[src/rtl/freq_monitor_pkg.sv]
// Shared types and helpers for the time-shared clock frequency monitor.
// Estimator instantiation sites use freq_width so both sides agree on the estimate width.
package freq_monitor_pkg;

  typedef enum logic [1:0] {
    S_IDLE,
    S_PICK,
    S_SETTLE,
    S_SAMPLE
  } state_t;

  function automatic int freq_width(input int period, input int factor);
    return $clog2(period * factor);
  endfunction

endpackage

[src/rtl/freq_monitor_rr_pick.sv]
// Round-robin next-set-bit finder: first set mask bit strictly after last_idx, wrapping.
// none is raised when the mask is empty; next_idx is then meaningless.
module freq_monitor_rr_pick #(
  parameter int N  = 4,
  parameter int SW = 2
) (
  input  logic [N-1:0]  mask,
  input  logic [SW-1:0] last_idx,
  output logic [SW-1:0] next_idx,
  output logic          none
);

  logic [N-1:0] scan;
  logic         found;
  int           offset;

  // Rotate the mask so bit 0 is the channel right after last_idx, then find the first one.
  always_comb begin
    scan   = N'({mask, mask} >> (int'(last_idx) + 1));
    found  = 1'b0;
    offset = 0;
    for (int i = 0; i < N; i++) begin
      if (!found && scan[0]) begin
        offset = i;
        found  = 1'b1;
      end
      scan = scan >> 1;
    end
    next_idx = SW'((int'(last_idx) + 1 + offset) % N);
    none     = ~found;
  end

endmodule

[src/rtl/freq_monitor_scheduler.sv]
// Time-shares one frequency estimator across CHANNELS clocks: steer mux, wait out a
// contaminated window, sample the estimate, check limits and publish the result.
module freq_monitor_scheduler
  import freq_monitor_pkg::*;
#(
  parameter  int CHANNELS = 4,
  parameter  int PERIOD   = 1000,
  parameter  int FACTOR   = 2,
  localparam int FW       = freq_width(PERIOD, FACTOR),
  localparam int SW       = (CHANNELS > 1) ? $clog2(CHANNELS) : 1
) (
  input  logic                         clk,
  input  logic                         reset,
  input  logic                         enable,
  input  logic [CHANNELS-1:0]          chan_mask,
  input  logic [CHANNELS-1:0][FW-1:0]  lim_lo,
  input  logic [CHANNELS-1:0][FW-1:0]  lim_hi,
  input  logic                         clear,
  output logic [SW-1:0]                freq_sel,
  input  logic [FW-1:0]                frequency,
  output logic                         res_valid,
  output logic [SW-1:0]                res_chan,
  output logic [FW-1:0]                res_freq,
  output logic                         res_fault,
  output logic [CHANNELS-1:0]          fault,
  output logic                         busy
);

  // One possibly straddled window, one full window, plus the estimator's 4-cycle pipeline.
  localparam int            SETTLE      = 2 * PERIOD + 4;
  localparam int            CW          = $clog2(SETTLE);
  localparam logic [CW-1:0] SETTLE_LOAD = CW'(SETTLE - 1);

  state_t               state;
  state_t               state_nxt;
  logic [CW-1:0]        settle_cnt;
  logic [SW-1:0]        last_chan;
  logic [SW-1:0]        pick_chan;
  logic                 pick_none;
  logic                 out_of_range;
  logic [CHANNELS-1:0]  fault_set;

  freq_monitor_rr_pick #(
    .N  (CHANNELS),
    .SW (SW)
  ) u_pick (
    .mask     (chan_mask),
    .last_idx (last_chan),
    .next_idx (pick_chan),
    .none     (pick_none)
  );

  always_ff @(posedge clk) begin
    if (reset) state <= S_IDLE;
    else       state <= state_nxt;
  end

  always_comb begin
    state_nxt = state;
    case (state)
      S_IDLE:   if (enable && (chan_mask != '0)) state_nxt = S_PICK;
      S_PICK:   state_nxt = (!enable || pick_none) ? S_IDLE : S_SETTLE;
      S_SETTLE: begin
        if (!enable)                 state_nxt = S_IDLE;
        else if (settle_cnt == '0)   state_nxt = S_SAMPLE;
      end
      S_SAMPLE: state_nxt = enable ? S_PICK : S_IDLE;
      default:  state_nxt = S_IDLE;
    endcase
  end

  always_comb begin
    out_of_range = (frequency < lim_lo[freq_sel]) || (frequency > lim_hi[freq_sel]);
    fault_set    = '0;
    if ((state == S_SAMPLE) && out_of_range) fault_set = CHANNELS'(1) << freq_sel;
  end

  // last_chan resets to the top channel so the very first search lands on channel 0.
  always_ff @(posedge clk) begin
    if (reset) begin
      freq_sel   <= '0;
      last_chan  <= SW'(CHANNELS - 1);
      settle_cnt <= '0;
      res_valid  <= 1'b0;
      res_chan   <= '0;
      res_freq   <= '0;
      res_fault  <= 1'b0;
      fault      <= '0;
    end else begin
      res_valid <= 1'b0;
      if ((state == S_PICK) && enable && !pick_none) begin
        freq_sel   <= pick_chan;
        last_chan  <= pick_chan;
        settle_cnt <= SETTLE_LOAD;
      end
      if ((state == S_SETTLE) && (settle_cnt != '0)) settle_cnt <= settle_cnt - CW'(1);
      if (state == S_SAMPLE) begin
        res_valid <= 1'b1;
        res_chan  <= freq_sel;
        res_freq  <= frequency;
        res_fault <= out_of_range;
      end
      fault <= (clear ? '0 : fault) | fault_set;
    end
  end

  assign busy = (state != S_IDLE);

endmodule

[config.mk]
export PLATFORM = sky130hd
export DESIGN_NAME = freq_monitor_scheduler
export DESIGN_NICKNAME = d
export VERILOG_FILES = /design/src/rtl/freq_monitor_pkg.sv /design/src/rtl/freq_monitor_rr_pick.sv /design/src/rtl/freq_monitor_scheduler.sv
export SDC_FILE = /design/constraint.sdc
export NUM_CORES = 1
export LEC_CHECK = 0
export ABC_AREA = 1
export CORE_UTILIZATION = 41
export DETAILED_ROUTE_END_ITERATION = 10
export GPL_TIMING_DRIVEN = 0
export PLACE_DENSITY = 0.82
export SETUP_SLACK_MARGIN = 0.02
export SYNTH_ARGS = -nofsm -noshare
export SYNTH_HDL_FRONTEND = slang
export SYNTH_SLANG_ARGS = --single-unit
[constraint.sdc]
create_clock -name clk -period 2.4 [get_ports clk]
set_input_delay 0.48 -clock clk [delete_from_list [all_inputs] [get_ports clk]]
set_output_delay 0.48 -clock clk [all_outputs]
set_load 0.05 [all_outputs]
==> results of run 1 <==
[power breakdown]
part | internal, mW | switching [mW]
combinational | 0.404 | 0.402
sequential | 0.629 | 0.0323
clock | 0.205 | 0.243
[cells by family after synthesis]
logic type | count (synthesis) | share of synthesized area [%]
xor gates and xnor gates | 3 | 1.02
DFF | 36 | 27.9
and+or+nand+nor | 120 | 20.8
adders and majority gates | 23 | 11.2
muxes | 1 | 0.388
buffers and inverters | 48 | 7.67
AOI/OAI and AO/OA | 120 | 31.1
[per-layer routing]
| layer | global-route usage [%] | wire length (um) | vias to the layer above |
|---|---|---|---|
| met3 | 4.38 | 415 | 11 |
| met5 | 0 | 0 | - |
| met2 | 50.2 | 4600 | 116 |
| li1 | - | - | 1539 |
| met1 | 27.3 | 3450 | 1438 |
| met4 | 8.93 | 136 | 0 |
[registers in the layout (all words and copies together), names as in the netlist]
| signal | flops |
|---|---|
| res_chan | 2 |
| res_valid | 1 |
| last_chan | 2 |
| settle_cnt | 11 |
| res_freq | 11 |
| fault | 4 |
| freq_sel | 2 |
| state | 2 |
| res_fault | 1 |
[through the flow]
step / std cells / power [mW]
after floorplan: 351 / 1.11
after global placement: 554 / 1.39
after detailed placement: 554 / 1.42
after CTS: 562 / 1.87
after global routing: 564 / 2.03
final: 564 / 1.92
[area by class of cell]
cell class	instances	area (um2)	area share, %
Multi-Input combinational cell	267	1790	42.2
Timing Repair Buffer	130	1300	30.6
Sequential cell	36	728	17.2
Inverter	33	134	3.16
Buffer	15	100	2.36
Tap cell	75	93.8	2.22
Clock buffer	5	68.8	1.63
Clock inverter	3	23.8	0.562
[critical path: cells and delay by family, from the launching register on]
family / cells / cell delay [ns]
and+or+nand+nor: 8 / 0.79
AOI/OAI and AO/OA: 3 / 0.74
adders and majority gates: 1 / 0.21
DFF: 1 / 0.42
buffers and inverters: 1 / 0.19
[cell usage in the layout (no fill, tap or decap), types with 5 or more instances in the layout]
| master | count |
|---|---|
| a22o_1 | 20 |
| a221oi_2 | 12 |
| clkbuf_1 | 5 |
| clkbuf_8 | 5 |
| inv_1 | 28 |
| nand3_1 | 11 |
| a21oi_1 | 26 |
| nand2_1 | 61 |
| o21ai_0 | 24 |
| clkdlybuf4s50_1 | 128 |
| o21ai_1 | 8 |
| a221oi_1 | 9 |
| nor2_1 | 29 |
| dfxtp_1 | 34 |
| ha_1 | 22 |
[timing repair]
action,CTS,global route
setup buffers,0,2
setup endpoints to repair,5,7
gates resized for setup,21,36
pin swaps,1,7
[path summary, 6_finish.rpt]
| path | from | endpoint | slack, ns | depth (start not counted) |
|---|---|---|---|---|
| max | freq_sel[1] | fault[3] | 0.004 | 13 |
| min | fault[1] | fault[1] | 0.47 | 2 |
| max reg2reg | freq_sel[1] | fault[3] | 0.004 | 13 |
| min reg2reg | fault[1] | fault[1] | 0.47 | 2 |
==> qor.txt, run 1 <==
status - finished clean
I/O pin cnt - 129
layout cells sized above 1 - 11.7%
top-count cell post-synth - nand2_1
CTS max path bufs - 2
worst hold slack - 0.474 ns
Synth Cell Area - 2580 um2
Hold Buf Count CTS - 0
Synth top area share - 27.9%
DR vias/cell - 5.50
slowest stage cell, crit path - dfxtp_4
Slew Viols, Final - 0
critical path data arrival time - 2.63 ns
initial antenna violation count - 0
Nets - 618
CP Capture Type - register
estimated wirelength of the detail-placed design - 6830 um
Tmin final - 2.40 ns
Max Freq - 417 MHz
Antenna Cells - 0
top cells by count, synth - nand2_1 (62), dfxtp_1 (36), nor2_1 (32)
cell count after synthesis - 351
clk root buf - clkbuf_8
crit share post-route - 99.8%
Starting Density - 43.0%
setup_tns - 0 ns
Most used DFF post-synth - dfxtp_1
end-of-flow core utilization - 70.7%
Data required, critical path - 2.63 ns
Detailed Route Iter0 Violations - 144
vias - 3,104
CP Class - reg -> reg
crit-path max cell delay - 0.42 ns
H-Tree Level Count - 2
CTS tree - done
asr flop ratio synth - 0%
largest net degree at the start of global routing - 14
Min-Delay Path Class - reg -> reg
Max Clock Skew - 0.00798 ns
Post-Syn Nets - 481
Remaining DRCs - 0
clk sinks - 36
Placer Congestion - 0.842
Seq/Total Area, Yosys - 27.9%
cells along the critical path - nor2_4 > clkbuf_4 > a22o_1 > a221oi_1 > ha_1 > nand4_1 > nor3_2 > nand2_1 > nand3_1 > nand2_1 > nand2_2 > nand3_1 > a21oi_1
leakage power - 1.76 nW
nature of the critical path startpoint - register
vias in the first global route - 2,994
placed cell areas - 3960 um2
Tightest Pin Transition - 0.532 ns
Post-synth EDFFs - 0
final instance area - 4230 um2
post-place setup slack - -0.275 ns
global-route wire length before repair - 13,000 um
synth-to-layout area growth - 64.1%
FF+latch count, synth - 36
fillers - 490
total gr overflow - 0
Synth Warn # - 0
Finish-stage setup viols - 0
clk_lat worst skew - 0.30 ns
Rel. slew slack - 64.4%
Routed WL per cell - 15.3 um
Final WS setup - 0.00413 ns
Pre-antenna DRT Iters - 4
die outline area - 6610 um2
Hold Vio Cnt, Final - 0
number of CTS-inserted buffers - 5
crit-path max FO - 10
drt total wl - 8610 um
Synth cell types - 42
pwr/cell area - 453 nW/um2
antenna viol nets, final - 0
max-cap violations - 0
Chip Height - 81.3 um
largest area contributor in the synthesized netlist - dfxtp_1
Worst-path clk slew - 0.08 ns
I/O Buffers - 128
die width - 81.3 um
most area-consuming cells after synthesis - dfxtp_1 (28%), ha_1 (11%), nand2_1 (9.0%)
Avg Cell Area, Syn - 7.35 um2
Core Area - 5990 um2
Rows - 28
Max VDD drop - 0.437 mV
GRT Overall Usage - 25.8%
Note: power is estimated with default switching activity, not from simulation.
==> run 2, diff against run 1 <==
--- a/config.mk
+++ b/config.mk
@@ -5,8 +5,9 @@
 export SDC_FILE = /design/constraint.sdc
 export NUM_CORES = 1
 export LEC_CHECK = 0
-export ABC_AREA = 1
-export CORE_UTILIZATION = 41
+export ABC_AREA = 0
+export CORE_UTILIZATION = 42
+export CTS_BUF_LIST = sky130_fd_sc_hd__clkbuf_16
 export DETAILED_ROUTE_END_ITERATION = 10
 export GPL_TIMING_DRIVEN = 0
 export PLACE_DENSITY = 0.82
==> qor.txt, run 2 <==
Starting Density - 44.4%
Most used DFF post-synth - dfxtp_1
clk root buf - clkbuf_16
Chip Height - 82.1 um
Rel. slew slack - 63.6%
CP top delay family - compound AO/OA/AOI/OAI gates
most area-consuming cells after synthesis - dfxtp_1 (27%), mux4_2 (18%), ha_1 (11%)
Synth top area share - 26.8%
antenna viol nets, final - 0
most common cell after layout, fill and taps aside - clkdlybuf4s50_1
Hold Vio Cnt, Final - 0
compound-cell area share of the yosys netlist - 17.4%
Max VDD drop - 0.359 mV
Routed WL per cell - 19.4 um
worst hold slack - 0.458 ns
drt total wl - 10,200 um
layout cells sized above 1 - 21.2%
failing checks - negative setup slack
total gr overflow - 0
CTS tree - done
Adder-Cell Fraction of Synth Area - 10.7%
Post-Syn Nets - 431
crit share post-route - 108%
cells along the critical path - buf_12 > buf_16 > mux4_2 > inv_1 > ha_1 > nand2_1 > o21ai_2 > a2111oi_4 > a2bb2oi_2 > buf_6 > o32ai_4
Seq/Total Area, Yosys - 26.8%
Max Clock Skew - 0.00371 ns
status - finished with violations
global-route wire length before repair - 15,000 um
synth-to-layout area growth - 72.9%
pwr/cell area - 409 nW/um2
Remaining DRCs - 0
max-cap violations - 0
Antenna Cells - 0
I/O pin cnt - 129
Detailed Route Iter0 Violations - 203
I/O Buffers - 128
end-of-flow core utilization - 76.8%
worst r2r src - freq_sel[0]
leakage power - 1.71 nW
Rows - 28
Placer Congestion - 0.792
Min-Delay Path Class - reg -> reg
Tmin final - 2.59 ns
Synth Cell Area - 2690 um2
multiplexer share of the synthesized area - 18.4%
estimated wirelength of the detail-placed design - 6960 um
GRT Overall Usage - 30.0%
number of CTS-inserted buffers - 5
WP buf/inv - 4
Synth Area in XOR/XNOR - 0.976%
slowest stage cell, crit path - mux4_2
Tightest Pin Transition - 0.546 ns
clk sinks - 36
Avg Cell Area, Syn - 8.94 um2
Max Freq - 386 MHz
die width - 82.1 um
Nets - 578
FF+latch area - 728 um2
CTS max path bufs - 2
main combinational cell family by area after synthesis - simple AND/OR/NAND/NOR gates
Post-synth EDFFs - 0
Final WS setup - -0.193 ns
biggest regs - res_freq x11, settle_cnt x11, fault x4
CP Launch Point - freq_sel[0]
cell count after synthesis - 301
nature of the critical path startpoint - register
CP Class - reg -> reg
fillers - 386
Pre-antenna DRT Iters - 4
setup_tns - -0.940 ns
asr flop ratio synth - 0%
Slew Viols, Final - 0
largest net degree at the start of global routing - 12
top cells by count, synth - nand2_1 (42), dfxtp_1 (36), a21oi_1 (33)
Worst-path clk slew - 0.06 ns
final instance area - 4650 um2
largest area contributor in the synthesized netlist - dfxtp_1
Finish-stage setup viols - 5
FF+latch count, synth - 36
crit-path max cell delay - 0.50 ns
Synth cell types - 50
initial antenna violation count - 0
die outline area - 6730 um2
critical path data arrival time - 2.74 ns
vias - 3,097
RSZ-0062 raised after global routing - true
placed cell areas - 4180 um2
Synth Warn # - 0
Data required, critical path - 2.55 ns
crit-path max FO - 5
DR vias/cell - 5.91
Post-Synth Simple-Gate Area - 18.4%
H-Tree Level Count - 2
CP Capture Type - register
post-place setup slack - -0.606 ns
Hold Path Origin - res_freq[6]
top-count cell post-synth - nand2_1
Core Area - 6060 um2
vias in the first global route - 3,169
area of the multi-input gates - 2020 um2
most frequent cells in the layout - clkdlybuf4s50_1 (124), nand2_1 (41), dfxtp_1 (34)
Hold Buf Count CTS - 0
clk_lat worst skew - 0.28 ns
[run 2: area by class of cell]
cell class / count / area share [%]
multi-input cells: 217 / 43.4
repair buffers: 142 / 30.7
flip-flops and latches: 36 / 15.6
plain buffers: 15 / 2.85
clock buffers: 5 / 2.69
inverters: 31 / 2.50
well taps: 75 / 2.02
clock inverters: 3 / 0.242
[run 2: path summary, 6_finish.rpt]
check	cells after the start	to	slack (ns)
hold / removal	2	res_freq[6]	0.46
setup reg to reg	11	fault[2]	-0.19
setup / recovery	11	fault[2]	-0.19
hold reg to reg	2	res_freq[6]	0.46
[run 2: tightest hold or removal path, stage by stage, from the launching register on]
cell	delay, ns
dfxtp_1	0.30
nand2_1	0.05
a21oi_1	0.05
[run 2: cells by family (layout without fill, tap and decap cells)]
group,after synthesis,after routing
mux,22,22
buf+inv,48,196
simple gates,97,97
flops,36,36
fa+ha+maj,23,23
xor+xnor,3,3
compound gates,72,72
[run 2: power by group]
part	internal (mW)	switching, mW	total [mW]	leakage, nW
Clock	0.373	0.236	0.609	0.0701
Sequential	0.615	0.0228	0.638	0.293
Combinational	0.373	0.283	0.656	1.35
Total	1.36	0.542	1.90	1.71
[run 2: through the flow]
step / cells / total power, mW
after floorplan: 301 / 0.928
after global placement: 504 / 1.17
after detailed placement: 504 / 1.19
after CTS: 522 / 1.85
after global routing: 524 / 1.96
final: 524 / 1.90
[run 2: metal layers]
layer	up-vias	wire length (um)	GRT usage (%)
li1	1412	-	-
met1	1498	3740	33.8
met2	147	5340	55.5
met3	40	648	6.67
met4	0	446	9.47
met5	-	0	0
[run 2: timing repair]
item / 4_1_cts / 5_1_grt
resized for setup: 33 / 12
buffers inserted: 10 / 3
setup endpoints to repair: 6 / 12
hold endpoints to repair: 0 / 0
gates cloned: 1 / 0
pin swaps: 16 / 9
==> run 3, diff against run 2 <==
--- a/config.mk
+++ b/config.mk
@@ -10,6 +10,7 @@
 export CTS_BUF_LIST = sky130_fd_sc_hd__clkbuf_16
 export DETAILED_ROUTE_END_ITERATION = 10
 export GPL_TIMING_DRIVEN = 0
+export HOLD_SLACK_MARGIN = 0.1
 export PLACE_DENSITY = 0.82
 export SETUP_SLACK_MARGIN = 0.02
 export SYNTH_ARGS = -nofsm -noshare
==> results of run 3 <==
The final DEF is identical to that of run 2; final timing and power are the same.
